$ cat src/rtl/debouncer_2ch.sv
// debouncer_2ch: two independent debounce channels. Each channel commits a new
// output level only after STABLE_CYCLES consecutive enabled samples of that level.
// Optional build macro DEBOUNCE_SYNC_EN adds a 2-flop synchronizer per channel
// in front of the FSM. The synchronizer runs every cycle and adds two cycles
// of latency.
module debouncer_2ch #(
    parameter int STABLE_CYCLES = 1000,
    parameter int CNT_WIDTH     = 16
) (
    input  logic       clk,
    input  logic       rst,
    input  logic       en,
    input  logic [1:0] in_raw,
    output logic [1:0] out_stable,
    output logic [1:0] pending
);

    typedef enum logic [1:0] {
        STABLE_LOW  = 2'd0,
        CHECK_HIGH  = 2'd1,
        STABLE_HIGH = 2'd2,
        CHECK_LOW   = 2'd3
    } state_t;

    // Count value on which the STABLE_CYCLES-th matching sample commits
    localparam logic [CNT_WIDTH-1:0] CNT_LAST = CNT_WIDTH'(STABLE_CYCLES - 1);
    localparam logic [CNT_WIDTH-1:0] CNT_ZERO = '0;
    localparam logic [CNT_WIDTH-1:0] CNT_ONE  = CNT_WIDTH'(1);

    logic [1:0] s;

`ifdef DEBOUNCE_SYNC_EN
    logic [1:0] sync_meta;
    logic [1:0] sync_out;

    // Two-flop synchronizer per channel, free-running so en never stalls it
    always_ff @(posedge clk or posedge rst) begin
        if (rst) begin
            sync_meta <= 2'b00;
            sync_out  <= 2'b00;
        end else begin
            sync_meta <= in_raw;
            sync_out  <= sync_meta;
        end
    end

    assign s = sync_out;
`else
    assign s = in_raw;
`endif

    for (genvar i = 0; i < 2; i++) begin : g_ch
        state_t               state;
        state_t               state_nxt;
        logic [CNT_WIDTH-1:0] cnt;
        logic [CNT_WIDTH-1:0] cnt_nxt;
        logic                 out_q;
        logic                 out_nxt;
        logic                 pend_q;

        // State, counter, debounced level and pending flag registers
        always_ff @(posedge clk or posedge rst) begin
            if (rst) begin
                state  <= STABLE_LOW;
                cnt    <= CNT_ZERO;
                out_q  <= 1'b0;
                pend_q <= 1'b0;
            end else begin
                state  <= state_nxt;
                cnt    <= cnt_nxt;
                out_q  <= out_nxt;
                pend_q <= (state_nxt == CHECK_HIGH) || (state_nxt == CHECK_LOW);
            end
        end

        // Next-state logic: a mismatching sample opens a check, a full run commits,
        // any sample back at the committed level abandons the check
        always_comb begin
            state_nxt = state;
            cnt_nxt   = cnt;
            out_nxt   = out_q;
            if (en) begin
                case (state)
                    STABLE_LOW: begin
                        if (s[i]) begin
                            state_nxt = CHECK_HIGH;
                            cnt_nxt   = CNT_ONE;
                        end else begin
                            cnt_nxt   = CNT_ZERO;
                        end
                    end
                    CHECK_HIGH: begin
                        if (s[i]) begin
                            if (cnt >= CNT_LAST) begin
                                state_nxt = STABLE_HIGH;
                                cnt_nxt   = CNT_ZERO;
                                out_nxt   = 1'b1;
                            end else begin
                                cnt_nxt   = cnt + CNT_ONE;
                            end
                        end else begin
                            state_nxt = STABLE_LOW;
                            cnt_nxt   = CNT_ZERO;
                        end
                    end
                    STABLE_HIGH: begin
                        if (!s[i]) begin
                            state_nxt = CHECK_LOW;
                            cnt_nxt   = CNT_ONE;
                        end else begin
                            cnt_nxt   = CNT_ZERO;
                        end
                    end
                    CHECK_LOW: begin
                        if (!s[i]) begin
                            if (cnt >= CNT_LAST) begin
                                state_nxt = STABLE_LOW;
                                cnt_nxt   = CNT_ZERO;
                                out_nxt   = 1'b0;
                            end else begin
                                cnt_nxt   = cnt + CNT_ONE;
                            end
                        end else begin
                            state_nxt = STABLE_HIGH;
                            cnt_nxt   = CNT_ZERO;
                        end
                    end
                    default: begin
                        state_nxt = STABLE_LOW;
                        cnt_nxt   = CNT_ZERO;
                        out_nxt   = 1'b0;
                    end
                endcase
            end
        end

        assign out_stable[i] = out_q;
        assign pending[i]    = pend_q;
    end

endmodule

$ cat config.mk
export PLATFORM = sky130hd
export DESIGN_NAME = debouncer_2ch
export DESIGN_NICKNAME = d
export VERILOG_FILES = /design/src/rtl/debouncer_2ch.sv
export SDC_FILE = /design/constraint.sdc
export NUM_CORES = 1
export LEC_CHECK = 0
export BUFFER_PORTS_ARGS = -buffer_cell sky130_fd_sc_hd__buf_4
export CORE_ASPECT_RATIO = 1.2
export CORE_MARGIN = 4
export CORE_UTILIZATION = 60
export DETAILED_ROUTE_END_ITERATION = 8
export GPL_TIMING_DRIVEN = 0
export PLACE_DENSITY = 0.88
export SLEW_MARGIN = 0
export SYNTH_ARGS = -nofsm -noshare
export SYNTH_HDL_FRONTEND = slang
export SYNTH_SLANG_ARGS = --single-unit
$ cat constraint.sdc
create_clock -name clk -period 5.5 [get_ports clk]
set_clock_uncertainty 0.1 [all_clocks]
set_input_delay 0.275 -clock clk [delete_from_list [all_inputs] [get_ports clk]]
set_output_delay 0.275 -clock clk [all_outputs]
set_load 0.01 [all_outputs]
# Word-level counts from Yosys, hierarchy flattened
# Index checks and enable logic that the tools add are counted.
[op_classes]
addsub = 2
multipliers = 0
n_div = 0
order_cmp = 2
eq_ne = 18
shifts = 0
mux = 38
bitwise = 0
reduce_logical = 8
[ops]
columns = ["op", "n"]
rows = [
  ["16-bit one-hot mux with 4 select lines", 2],
  ["16-bit two-way mux", 6],
  ["16-bit by 1-bit adder with 16-bit output (second input constant)", 2],
  ["16-bit by 10-bit greater-or-equal comparator with 1-bit output (second input constant)", 2],
  ["2-bit two-way mux", 14],
  ["2-bit inequality test (second input constant)", 8],
  ["2-bit one-hot mux with 4 select lines", 2],
  ["2-bit equality test (second input constant)", 6],
  ["1-bit two-way mux", 12],
  ["6-bit AND reduction", 2],
  ["2-bit by 1-bit equality test with 1-bit output (second input constant)", 4],
  ["2-bit logical NOT", 2],
  ["1-bit one-hot mux with 2 select lines", 2],
  ["2-bit nonzero test", 2],
  ["1-bit logical OR", 2],
]
[totals]
ff_bits = 40
latch_bits = 0
ramBits = 0
rom_bits = 0
out_inout_bits = 4
memories = 0

# Logic depth before layout (Yosys ltp)
[logic_depth]
word_depth = 7
depth_mapped = 6

# Least setup slack after synthesis
# OpenSTA, ideal clock, no wires.
[synth_path]
path_type = "reg-to-reg"
startpoint = "register g_ch[0].cnt[0]"
endpoint = "register (tool-made name)"
arrival_ns = 1.575
t_required_ns = 5.272
path_slack_ns = 3.697
path_stages_with_launch = 6
path_buffers = 0
cell_sequence = "dfrtp_1 ha_1 a211oi_2 or3_1 a21boi_2 mux2_1"
[synth_rtl]
columns = ["item", "line", "rtl"]
rows = [
  ["from (decl)", "55", "logic [CNT_WIDTH-1:0] cnt;"],
  ["from (signal assigned)", "70", "cnt <= cnt_nxt;"],
]

# Final worst setup path
[layout_path]
startpoint = "register g_ch[0].cnt[0]"
endpoint = "register g_ch[0].cnt[9]"
[layout_via]
elab_chain_len = 4
elab_cells_between_ends = 6
classes_between = "1 x add/sub; 1 x order compare; 4 x mux"
[layout_rtl]
columns = ["item", "line", "rtl"]
rows = [
  ["16-bit by 1-bit adder with 16-bit output / 16-bit by 10-bit greater-or-equal comparator with 1-bit output (equally long branches)", "n/a", ""],
  ["16-bit two-way mux (*)", "94, 116", ""],
  ["16-bit two-way mux, on equally long branches", "115, 93", ""],
  ["16-bit one-hot mux with 4 select lines (*)", "83", "case (state)"],
]
# Every way passes the cells marked *; elsewhere a longest branch is shown, timed or not.
# A chain may end at the register's enable or synchronous reset.

==> results.py <==
metrics = {
    "status": {
        "status": "complete, but fails checks",
        "violations": "hold timing",
    },
    "clock_tree": {
        "cts.sinks": 38,
        "cts_tree": "yes",
        "cts_resized": 0,
        "postCtsHoldBufs": 0,
        "clk_pin_slew_worst_paths_ps": 120,
        "post-cts-setup-buffers": 0,
        "clock_latency_ps": 360,
        "cts_buffer_depth": 2,
        "htree_levels": 2,
        "cts_buffers": 5,
        "clock-root-buffer": "clkbuf_4",
    },
    "pwr": {
        "p_leak_nw": 1.00,
        "power_mw": 0.484,
        "powerDensity_mw_per_mm2": 224,
        "vdd_drop_max_mv": 0.245,
    },
    "routing": {
        "routedWlPerCell_um": 16.7,
        "ant_nets": 0,
        "vias": 1518,
        "avgViaCountPerCell": 6.35,
        "dr.pass1.iters": 4,
        "drt-total-wl_mm": 3.99,
        "drc": 0,
        "drt_iter0_drc": 84,
    },
    "placement": {
        "place_congestion": 0.889,
        "portBuffers": 8,
        "dpl.cell_count": 231,
        "dp_hpwl_mm": 2.77,
    },
    "timing": {
        "clock.fmax_ghz": 0.488,
        "fin_crit_ps": 2050,
        "whs_ps": -44.3,
        "final_max_slew_viol_count": 0,
        "worst_pin_slew_ps": 782,
        "hold_violations": 38,
        "rsz0062_at_grt": "no",
        "fin_tns_setup_ps": 0,
        "period_share": 0.373,
        "finalSetupViolCount": 0,
        "max_slew_margin": 0.478,
    },
    "floorplanning": {
        "num_io_pins": 9,
        "dieArea_sq_mm": 0.00431,
        "rows": 22,
        "initial_utilization": 0.635,
        "core_area_sq_mm": 0.00314,
        "dieWidth_um": 60.6,
        "die_h_um": 71.1,
    },
    "worst_setup_path": {
        "rr_endpoint": "g_ch[0].cnt[9]$_DFFE_PP0P_",
        "reg2reg_depth": 5,
        "worstPathArrival_ps": 2250,
        "reg2reg_from": "g_ch[0].cnt[0]$_DFFE_PP0P_",
        "worst_ep_required_time_ps": 5700,
        "r2r_setup_slack_ps": 3450,
        "crit_path_end_kind": "flip-flop",
        "critPathKind": "reg2reg",
        "crit_fanout": 6,
        "crit_path_start_kind": "flip-flop",
    },
    "global_routing": {
        "grt_use_total": 0.206,
        "gr-usage-met1": 0.256,
        "antenna_found_initial": 0,
        "grt_pass1_wl_mm": 6.74,
        "grtUsageMet3": 0.0511,
        "gr-usage-met2": 0.312,
        "grt_max_degree": 39,
        "grt-busiest-layer": "met2",
        "gr-total-overflow": 0,
        "grt_pass1_vias": 1546,
    },
    "logic_synthesis": {
        "yosys_warnings": 0,
        "post_synth_num_cell_types": 52,
        "synth_enable_flop_cells": 0,
        "syn_inst": 187,
        "synth-async-reset-ratio": 1.00,
        "yosysSeqAreaShare": 0.477,
        "synth_seq_cells": 38,
        "avgSynthCellArea_sq_um": 10.7,
        "synth_area_sq_mm": 0.00199,
        "synth_ff_type": "dfrtp_1",
        "syn_nets": 194,
    },
    "cells_and_area": {
        "syn_to_final_growth_pct": 8.48,
        "fill_cells": 231,
        "final_cell_count_no_fill": 239,
        "final_common_cell": "dfrtp_1",
        "layout_common_cells": "38 x dfrtp_1, 13 x nor2b_1, 13 x buf_4",
        "drive_above_1_share": 0.172,
        "multi_input_area_sq_um": 931,
        "insertedDiodeCount": 0,
        "num-nets-final": 209,
        "seqCellArea_sq_um": 951,
    },
    "job": {
        "cap_viol_max_count": 0,
    },
    "worst_hold_path": {
        "hold_path_class": "in2async",
    },
}
==> layout make-up <==
type | instances | area share
plain buffers | 11 | 0.0353
flip-flops and latches | 38 | 0.440
clock inverters | 2 | 0.00579
well taps | 36 | 0.0208
inverters | 9 | 0.0156
clock buffers | 6 | 0.0237
multi-input cells | 129 | 0.431
repair buffers | 8 | 0.0278
==> where the power goes <==
part           leakage, nW  switching, mW  internal [mW]
combinational        0.455         0.0226         0.0137
sequential           0.513        0.00507          0.283
clock               0.0343         0.0975         0.0614
total                 1.00          0.125          0.359
==> through the flow <==
stage                     setup slack (ps)  hold slack (ps)  cell area, sq um  utilization
after CTS                             3470             56.9              2160        0.689
final                                 3450            -44.3              2160        0.689
after floorplan                       3700              310              1990            -
after detailed placement              3500              395              2100        0.668
after global placement                3520              384              2100        0.668
after global routing                  3360             6.73              2160        0.689
==> cell usage after synthesis (3+ instances only) <==
cell type	count	area (sq um)
nor2b_1	13	81.3
nor2_1	6	22.5
inv_1	9	33.8
o21ai_0	5	25.0
nor3b_1	3	22.5
a22o_1	7	61.3
buf_4	5	37.5
o22ai_1	3	18.8
dfrtp_1	38	951
o21a_1	4	30.0
xnor2_1	3	26.3
nand3_1	8	40.0
and2_1	6	37.5
nand2_1	12	45.0
nor3_1	7	35.0
and4_1	3	26.3
clkbuf_1	3	11.3
o31ai_1	4	30.0
==> critical path: stages (launching register included) <==
cell and delay [ps]:
dfrtp_1 460, ha_1 310, a211oi_2 380, nor3_4 90, nor4_1 420, a32o_1 220
==> cell families (layout without fill, tap and decap cells) <==
| group | Yosys count | count (layout) | synth area share |
|---|---|---|---|
| compound gates | 47 | 47 | 0.188 |
| xor+xnor | 5 | 5 | 0.0220 |
| fa+ha+maj | 2 | 2 | 0.0126 |
| buf+inv | 20 | 36 | 0.0553 |
| flops | 38 | 38 | 0.477 |
| mux | 2 | 2 | 0.0113 |
| simple gates | 73 | 73 | 0.233 |
==> how the worst max path moves through the flow <==
stage	from	end	slack, ps	depth (start not counted)
after floorplan	g_ch[0].cnt[0]$_DFFE_PP0P_	flip-flop	3700	5
after global placement	g_ch[0].cnt[0]$_DFFE_PP0P_	flip-flop	3520	5
after detailed placement	g_ch[0].cnt[0]$_DFFE_PP0P_	flip-flop	3500	5
after CTS	g_ch[0].cnt[0]$_DFFE_PP0P_	flip-flop	3470	5
after global routing	g_ch[0].cnt[0]$_DFFE_PP0P_	g_ch[0].cnt[9]$_DFFE_PP0P_	3360	5
final	g_ch[0].cnt[0]$_DFFE_PP0P_	g_ch[0].cnt[9]$_DFFE_PP0P_	3450	5
==> metal layers <==
metal  vias to the layer above  wire length, um
li1                        723                -
met1                       743             1740
met2                        37             1950
met3                        15              166
met4                         0              135
met5                         -                0
Note: power is estimated with default switching activity, not from simulation.
